**src/rtl/vram_line_reader.sv**
```systemverilog
// -----------------------------------------------------------------------------
// vram_line_reader
//
// Video-clock-domain burst reader for the VRAM read-only port. A start pulse
// in IDLE latches a base address and a word count. The block then issues
// consecutive single-word reads and streams the returned words out through a
// small FIFO with a valid/ready handshake. Reads are credit-throttled against
// the FIFO, so no word is lost when the downstream stalls.
//
// Ports
//   clk, rst_n  : video clock, asynchronous active-low reset
//   start       : burst request, sampled only in IDLE
//   base_addr   : first word address, latched on an accepted start
//   length      : word count, latched on an accepted start (0 = no-op burst)
//   busy        : burst in progress (FETCH or DRAIN)
//   done        : one-cycle pulse at burst completion
//   mem_addr    : registered VRAM read address
//   mem_re      : registered read strobe
//   mem_dout    : RAM read data, valid the cycle after mem_re
//   px_valid    : FIFO non-empty
//   px_data     : FIFO head word (0 while empty)
//   px_last     : head word is the final word of the burst
//   px_ready    : downstream accept
// -----------------------------------------------------------------------------
module vram_line_reader #(
  parameter int ADDR_WIDTH = 16,
  parameter int DATA_WIDTH = 8,
  parameter int LEN_WIDTH  = 10,
  parameter int FIFO_DEPTH = 4
) (
  input  logic                  clk,
  input  logic                  rst_n,
  input  logic                  start,
  input  logic [ADDR_WIDTH-1:0] base_addr,
  input  logic [LEN_WIDTH-1:0]  length,
  output logic                  busy,
  output logic                  done,
  output logic [ADDR_WIDTH-1:0] mem_addr,
  output logic                  mem_re,
  input  logic [DATA_WIDTH-1:0] mem_dout,
  output logic                  px_valid,
  output logic [DATA_WIDTH-1:0] px_data,
  output logic                  px_last,
  input  logic                  px_ready
);

  localparam int PTR_W = (FIFO_DEPTH > 1) ? $clog2(FIFO_DEPTH) : 1;
  localparam int CNT_W = PTR_W + 1;

  typedef enum logic [1:0] {
    S_IDLE  = 2'd0,
    S_FETCH = 2'd1,
    S_DRAIN = 2'd2
  } state_t;

  // Control state
  state_t                r_state;
  logic [ADDR_WIDTH-1:0] r_addr;       // next address to issue
  logic [LEN_WIDTH-1:0]  r_left;       // reads still to issue
  logic [ADDR_WIDTH-1:0] r_mem_addr;
  logic                  r_mem_re;
  logic                  r_mem_last;   // read on the bus is the burst's final one
  logic                  r_rd_pend;    // data for last cycle's read arrives now
  logic                  r_pend_last;
  logic                  r_done;

  // Output FIFO
  logic [DATA_WIDTH-1:0] r_fifo_data [FIFO_DEPTH];
  logic                  r_fifo_last [FIFO_DEPTH];
  logic [PTR_W-1:0]      r_wr_ptr;
  logic [PTR_W-1:0]      r_rd_ptr;
  logic [CNT_W-1:0]      r_count;

  // Combinational
  state_t                w_state_next;
  logic                  w_issue;
  logic                  w_issue_last;
  logic                  w_load;
  logic                  w_done_next;
  logic                  w_valid;
  logic                  w_push;
  logic                  w_pop;
  logic                  w_head_last;
  logic                  w_credit;
  logic [CNT_W:0]        w_inflight;
  logic [ADDR_WIDTH-1:0] w_issue_addr;
  logic [LEN_WIDTH-1:0]  w_left_now;

  assign w_valid     = (r_count != '0);
  assign w_pop       = w_valid & px_ready;
  assign w_push      = r_rd_pend;
  assign w_head_last = r_fifo_last[r_rd_ptr];

  // Every word that will eventually occupy a FIFO slot: already buffered,
  // returning from the RAM this cycle, and the read currently on the bus.
  // Pops in this cycle are deliberately not credited, which keeps the
  // decision a function of registered state only.
  assign w_inflight = {1'b0, r_count}
                    + (CNT_W+1)'(r_mem_re)
                    + (CNT_W+1)'(r_rd_pend);
  assign w_credit   = (w_inflight < (CNT_W+1)'(FIFO_DEPTH));

  // The first read issues in the same edge that accepts start, so the
  // request parameters bypass the latch registers for that one cycle.
  assign w_issue_addr = w_load ? base_addr : r_addr;
  assign w_left_now   = w_load ? length    : r_left;

  // NOTE: every signal driven here gets a default first, so no path through
  // the case leaves one unassigned and no latch is inferred.
  always_comb begin
    w_state_next = r_state;
    w_issue      = 1'b0;
    w_issue_last = 1'b0;
    w_load       = 1'b0;
    w_done_next  = 1'b0;
    case (r_state)
      S_IDLE: begin
        if (start) begin
          if (length == '0) begin
            w_done_next = 1'b1;
          end else begin
            w_load       = 1'b1;
            w_issue      = 1'b1;
            w_issue_last = (length == LEN_WIDTH'(1));
            w_state_next = (length == LEN_WIDTH'(1)) ? S_DRAIN : S_FETCH;
          end
        end
      end
      S_FETCH: begin
        if (w_credit) begin
          w_issue      = 1'b1;
          w_issue_last = (r_left == LEN_WIDTH'(1));
          if (r_left == LEN_WIDTH'(1)) w_state_next = S_DRAIN;
        end
      end
      S_DRAIN: begin
        if (w_pop && w_head_last) begin
          w_state_next = S_IDLE;
          w_done_next  = 1'b1;
        end
      end
      default: w_state_next = S_IDLE;
    endcase
  end

  // NOTE: sequential state uses non-blocking assignments only, so every
  // register samples the values from before the edge regardless of order.
  always_ff @(posedge clk or negedge rst_n) begin
    if (!rst_n) begin
      r_state     <= S_IDLE;
      r_addr      <= '0;
      r_left      <= '0;
      r_mem_addr  <= '0;
      r_mem_re    <= 1'b0;
      r_mem_last  <= 1'b0;
      r_rd_pend   <= 1'b0;
      r_pend_last <= 1'b0;
      r_done      <= 1'b0;
      r_wr_ptr    <= '0;
      r_rd_ptr    <= '0;
      r_count     <= '0;
    end else begin
      r_state     <= w_state_next;
      r_done      <= w_done_next;
      r_mem_re    <= w_issue;
      r_mem_last  <= w_issue_last;
      r_rd_pend   <= r_mem_re;
      r_pend_last <= r_mem_re & r_mem_last;
      if (w_issue) begin
        r_mem_addr <= w_issue_addr;
        r_addr     <= w_issue_addr + ADDR_WIDTH'(1);
        r_left     <= w_left_now - LEN_WIDTH'(1);
      end
      if (w_push) r_wr_ptr <= r_wr_ptr + PTR_W'(1);
      if (w_pop)  r_rd_ptr <= r_rd_ptr + PTR_W'(1);
      case ({w_push, w_pop})
        2'b10:   r_count <= r_count + CNT_W'(1);
        2'b01:   r_count <= r_count - CNT_W'(1);
        default: r_count <= r_count;
      endcase
    end
  end

  // NOTE: FIFO storage has no reset; only the pointers and count do. Entries
  // are never observed before being written because px_data is forced to 0
  // while the FIFO is empty.
  always_ff @(posedge clk) begin
    if (w_push) begin
      r_fifo_data[r_wr_ptr] <= mem_dout;
      r_fifo_last[r_wr_ptr] <= r_pend_last;
    end
  end

  assign busy     = (r_state != S_IDLE);
  assign done     = r_done;
  assign mem_addr = r_mem_addr;
  assign mem_re   = r_mem_re;
  assign px_valid = w_valid;
  assign px_data  = w_valid ? r_fifo_data[r_rd_ptr] : '0;
  assign px_last  = w_valid & w_head_last;

endmodule
```
**config.mk**
```make
export PLATFORM = sky130hd
export DESIGN_NAME = vram_line_reader
export DESIGN_NICKNAME = d
export VERILOG_FILES = /design/src/rtl/vram_line_reader.sv
export SDC_FILE = /design/constraint.sdc
export NUM_CORES = 1
export LEC_CHECK = 0
export ABC_AREA = 0
export CAP_MARGIN = 15
export CORE_UTILIZATION = 53
export CTS_CLUSTER_DIAMETER = 60
export DETAILED_ROUTE_END_ITERATION = 8
export MAX_ROUTING_LAYER = met4
export PLACE_DENSITY = 0.87
export REMOVE_ABC_BUFFERS = 1
export SLEW_MARGIN = 0
export SYNTH_ARGS = -nofsm -noshare
export SYNTH_HDL_FRONTEND = slang
export SYNTH_SLANG_ARGS = --single-unit
```
**constraint.sdc**
```tcl
create_clock -name clk -period 3.7 [get_ports clk]
set_input_delay 0.925 -clock clk [delete_from_list [all_inputs] [get_ports clk]]
set_output_delay 0.925 -clock clk [all_outputs]
set_load 0.05 [all_outputs]
```
# Word-level counts from Yosys, hierarchy flattened
# Memory sizes are Yosys's and may differ from the RTL's.
# Cells that the tools add are included.
[word_totals]
reg_bits = 56
ram_bits = 36
in_bits = 38
elab_cells = 70
mem_count = 2
[memory_table]
columns = ["name", "depth", "word_bits", "read_ports", "rd_ports_with_merged_regs", "write_ports", "line", "text"]
rows = [
  ["r_fifo_data", 4, 8, 1, 0, 1, "68", "logic [DATA_WIDTH-1:0] r_fifo_data [FIFO_DEPTH];"],
  ["r_fifo_last", 4, 1, 1, 0, 1, "69", "logic r_fifo_last [FIFO_DEPTH];"],
]
[classes]
addsub = 8
magnitude_cmp = 1
n_eq_ne = 11
muxes = 26
bitwise = 3
n_reduce_logical = 7
[op_table]
columns = ["op", "n"]
rows = [
  ["== test 10 x 1 -> 1 bit, second input constant", 2],
  ["adder 16 x 1 -> 16 bit, second input constant", 1],
  ["2-to-1 mux 16 bit", 1],
  ["2-to-1 mux 1 bit", 12],
  ["2-to-1 mux 2 bit", 6],
  ["logical NOT 10 bit", 1],
  ["2-to-1 mux 10 bit", 1],
  ["inequality test 2 bit, second input constant", 5],
  ["subtractor 10 x 1 -> 10 bit, second input constant", 1],
  ["2-to-1 mux 8 bit", 1],
  ["case mux 1 bit (2 select lines)", 3],
  ["case mux 2 bit (3 select lines)", 1],
  ["case mux 3 bit (2 select lines)", 1],
  ["AND reduction 5 bit", 1],
  ["adder 2 x 1 -> 2 bit, second input constant", 2],
  ["adder 3 x 1 -> 4 bit", 1],
  ["adder 4 x 1 -> 4 bit", 1],
  ["== test 2 x 1 -> 1 bit, second input constant", 2],
  ["== test 2 bit, second input constant", 2],
  ["< comparator 4 x 3 -> 1 bit, second input constant", 1],
  ["nonzero test 2 bit", 2],
  ["adder 3 x 1 -> 3 bit, second input constant", 1],
  ["AND 1 bit", 3],
  ["nonzero test 3 bit", 1],
  ["3 further kinds", 3],
]

# Depth between registers and ports, before layout
# Gate-level depths: netlist of run 1.
[depth]
word_depth = 6
ltp_mapped = 14
mapped_depth_nobuf = 10

# Worst setup path before layout of run 1
# Ideal clock, no wire load.
[synth_timing]
kind = "input to register"
from = "in length[5]"
to = "reg r_addr[14]"
arrival_ps = 3773
required_ps = 3613
setup_slack_ps = -160
path_stages = 13
n_path_buf = 3
cell_sequence = "nor4_2 -> a31o_4 -> clkbuf_1 -> clkbuf_1 -> nand2_1 -> nand2_1 -> ha_1 -> clkbuf_1 -> nand4_1 -> or3_1 -> a21oi_2 -> a211oi_1 -> a211oi_2"
[synth_via]
elab_chain_cells = 6
elab_cells_between_ends = 7
classes_between = "1 x add/sub; 5 x mux; 1 x reduce/logical"
[synth_lines]
columns = ["element", "line", "text"]
rows = [
  ["from (decl)", "35", "input logic [LEN_WIDTH-1:0] length,"],
  ["logical NOT 10 bit", "119", "if (length == '0) begin"],
  ["2-to-1 mux 1 bit", "119", ""],
  ["2-to-1 mux 1 bit", "118", "if (start) begin"],
  ["2-to-1 mux 1 bit", "116", "case (r_state)"],
  ["2-to-1 mux 16 bit", "105", "assign w_issue_addr = w_load ? base_addr : r_addr;"],
  ["via w_issue_addr[1]", "86", "logic [ADDR_WIDTH-1:0] w_issue_addr;"],
  ["adder 16 x 1 -> 16 bit", "171", "r_addr <= w_issue_addr + ADDR_WIDTH'(1);"],
  ["to (signal assigned)", "171", ""],
  ["to (decl)", "58", "logic [ADDR_WIDTH-1:0] r_addr;"],
]
# The timed path passes the listed nets, and every way through them passes these cells.
# A chain may end at the register's enable or synchronous reset.

# Worst setup path after layout of run 1
[layout_timing]
from = "reg r_rd_ptr[0]"
to = "out px_last"
[layout_via]
elab_chain_cells = 2
[layout_lines]
columns = ["element", "line", "text"]
rows = [
  ["from (decl)", "71", "logic [PTR_W-1:0] r_rd_ptr;"],
  ["from (signal assigned)", "175", "if (w_pop) r_rd_ptr <= r_rd_ptr + PTR_W'(1);"],
  ["memory read (4 x 1 bit)", "-", ""],
  ["AND 1 bit", "200", "assign px_last = w_valid & w_head_last;"],
  ["to (decl)", "43", "output logic px_last,"],
]
# No other way between the ends.

==> results of run 1 <==
path summary, 6_finish.rpt:
path | from | end | slack (ns) | cells past startpoint
setup / recovery | r_rd_ptr[0] | px_last | 0.22 | 4
hold reg to reg | r_mem_last | r_pend_last | 0.46 | 1
setup reg to reg | r_state[1] | r_addr[14] | 0.90 | 10
max in group asynchronous | rst_n | r_wr_ptr[0] | 2.45 | 2
hold / removal | r_mem_last | r_pend_last | 0.46 | 1
min in group asynchronous | rst_n | r_left[7] | 0.58 | 1
Yosys cell counts, drive strengths merged, types with 11 or more instances:
cell type and number:
a21oi 13, a31oi 17, and2 16, clkbuf 14
dfrtp 56, edfxtp 36, nand2 61, nand3 14
nor2 38, nor4 11, o21ai 12, xnor2 27
xor2 12
metal layers:
metal / global-route usage [%] / part of all wire (%) / vias to the layer above
met5: - / 0 / -
li1: - / - / 1752
met4: 9.76 / 2.3 / 0
met3: 4.55 / 7.1 / 25
met1: 31.5 / 41 / 1836
met2: 39.9 / 49 / 182
kinds of logic after synthesis:
group / after synthesis / share of synthesized area (%)
AND/OR/NAND/NOR: 179 / 19.3
flip-flops: 92 / 52.0
AO/OA/AOI/OAI: 73 / 10.8
XOR/XNOR: 39 / 7.15
buffers and inverters: 30 / 2.54
multiplexers: 17 / 6.05
adder cells (fa/ha/maj): 8 / 2.25
state kept, by name, indices dropped and copies added (netlist names), 2 cells and up:
signal	flops
mem_addr	16
r_addr	16
r_count	3
r_fifo_data	32
r_fifo_last	4
r_left	10
r_rd_ptr	2
r_state	2
r_wr_ptr	2
metrics by stage:
stage	total power [mW]	setup WS, ns	hold slack (ns)	cell area, um^2	util [%]
detailed placement	4.32	0.0659	0.448	5640	64.6
global placement	4.21	0.178	0.445	5640	64.6
finish	5.02	0.224	0.456	5850	67.0
CTS	5.03	0.190	0.468	5850	67.0
global route	5.31	0.0887	0.487	5850	67.0
floorplan	3.47	0.0790	0.434	4690	-
critical path: stages, from the launching register on:
cell and delay (ns):
dfrtp_1 0.54, buf_4 0.25, mux4_2 0.52, and2_1 0.18, clkdlybuf4s50_1 0.69
layout make-up:
cell class / count / area [um^2]
timing repair buffer: 86 / 806
clock buffer: 9 / 124
multi-input combinational: 316 / 2180
sequential: 92 / 2480
inverter: 9 / 33.8
tap: 108 / 135
fill: 625 / 2880
clock inverter: 7 / 86.3
report_power, final:
part           internal (mW)  switching (mW)  total, mW
Combinational          0.988            1.55       2.54
Clock                  0.273           0.414      0.687
Sequential              1.45           0.340       1.79
==> impl_metrics.yaml, run 1 <==
synthesis:
  synth_top_area_share_pct: 29.3
  yosysWarnings: 0
  syn_area_um2: 4780
  synth_cells: 438
  yosysSeqAreaShare_pct: 52.0
  synth_edf_count: 36
  synthFlopType: "dfrtp_1"
  synth_area_leader_cell: "dfrtp_1"
  ys_types: 54
  syn_avg_cell_area_um2: 10.9
  yosys-top-cells-area: "dfrtp_1 (29%), edfxtp_1 (23%), xnor2_1 (5.0%)"
  synth_seq_cells: 92
  synthArstFlopShare_pct: 60.9
grt:
  grt_pass1_vias: 3778
  antenna_found_initial: 0
  grt_first_pass_wirelength_um: 18200
  grt_max_degree: 30
  track_usage_pct: 24.9
  overflow: 0
floorplan:
  die_area_um2: 9400
  start_util_pct: 54.8
  die_w_um: 96.9
  core_um2: 8720
  die_h_um: 96.9
  fp-row-count: 34
  ios: 67
clock_network:
  cts_tree: "yes"
  ctsResizeCount: 0
  cts_hold_buf: 0
  cts.path.max_buffers: 2
  h-tree-depth: 3
  cts.sinks: 92
  cts_setup_buffers: 0
  clkLatencyLatePin_ns: 0.37
  cts_buffers: 9
  clockRootBuffer: "clkbuf_8"
  cts.clk_slew.worst_paths_ns: 0.11
timing:
  rsz0062_at_grt: "false"
  final_hold_viol_count: 0
  final.min_clock_period_ns: 3.48
  tightest_slew_ns: 0.835
  finalCritPeriodShare_pct: 93.9
  slew_violations: 0
  setup_viol: 0
  maxSlewHeadroom_pct: 44.4
  timing.fmax_mhz: 288
  setup-tns-final_ns: 0
  skew_ns: 0.0119
placed_design:
  port-buffer-count: 66
  dp_cells: 611
  place.gp.congestion: 0.960
  dp_hpwl_um: 7450
detailed_routing:
  dr.first_iter.drc_count: 186
  avgRoutedWirePerCell_um: 17.1
  vias: 3795
  ant_nets: 0
  viasPerCell: 6.05
  drt_pass1_iterations: 5
  drcViolationCount: 0
  routed_wl_um: 10700
worst_hold_path:
  hp-class: "reg -> reg"
cells_and_area:
  antenna_cells: 0
  fin_cells: 627
  syn_to_final_growth_pct: 22.4
  final_cell_mix: "clkdlybuf4s50_1 (65), nand2_1 (61), dfrtp_1 (56)"
  final_layout_size_suffix_gt1_share_pct: 12.3
  layout.nets: 560
  final_common_cell: "clkdlybuf4s50_1"
run_status:
  status: "finished, final reports clean"
run:
  max_cap_violations: 0
setup_path:
  crit_fanout: 7
  endpoint_kind: "output pin"
  arrival_ns: 2.55
  crit_required_ns: 2.77
  crit_type: "reg -> out"
  cp-start-kind: "flop"
power:
  p_leak_nw: 2.22
  pwr_density_cell_nw_per_um2: 858
  peakVddDrop_mv: 0.504
(Power assumes the default switching activity.)
==> run 2: changes to the inputs <==
--- a/config.mk
+++ b/config.mk
@@ -6,10 +6,10 @@
 export NUM_CORES = 1
 export LEC_CHECK = 0
 export ABC_AREA = 0
-export CAP_MARGIN = 15
 export CORE_UTILIZATION = 53
 export CTS_CLUSTER_DIAMETER = 60
 export DETAILED_ROUTE_END_ITERATION = 8
+export GPL_ROUTABILITY_DRIVEN = 0
 export MAX_ROUTING_LAYER = met4
 export PLACE_DENSITY = 0.87
 export REMOVE_ABC_BUFFERS = 1
==> results of run 2 <==
The final DEF is identical to that of run 1; final timing and power are the same.
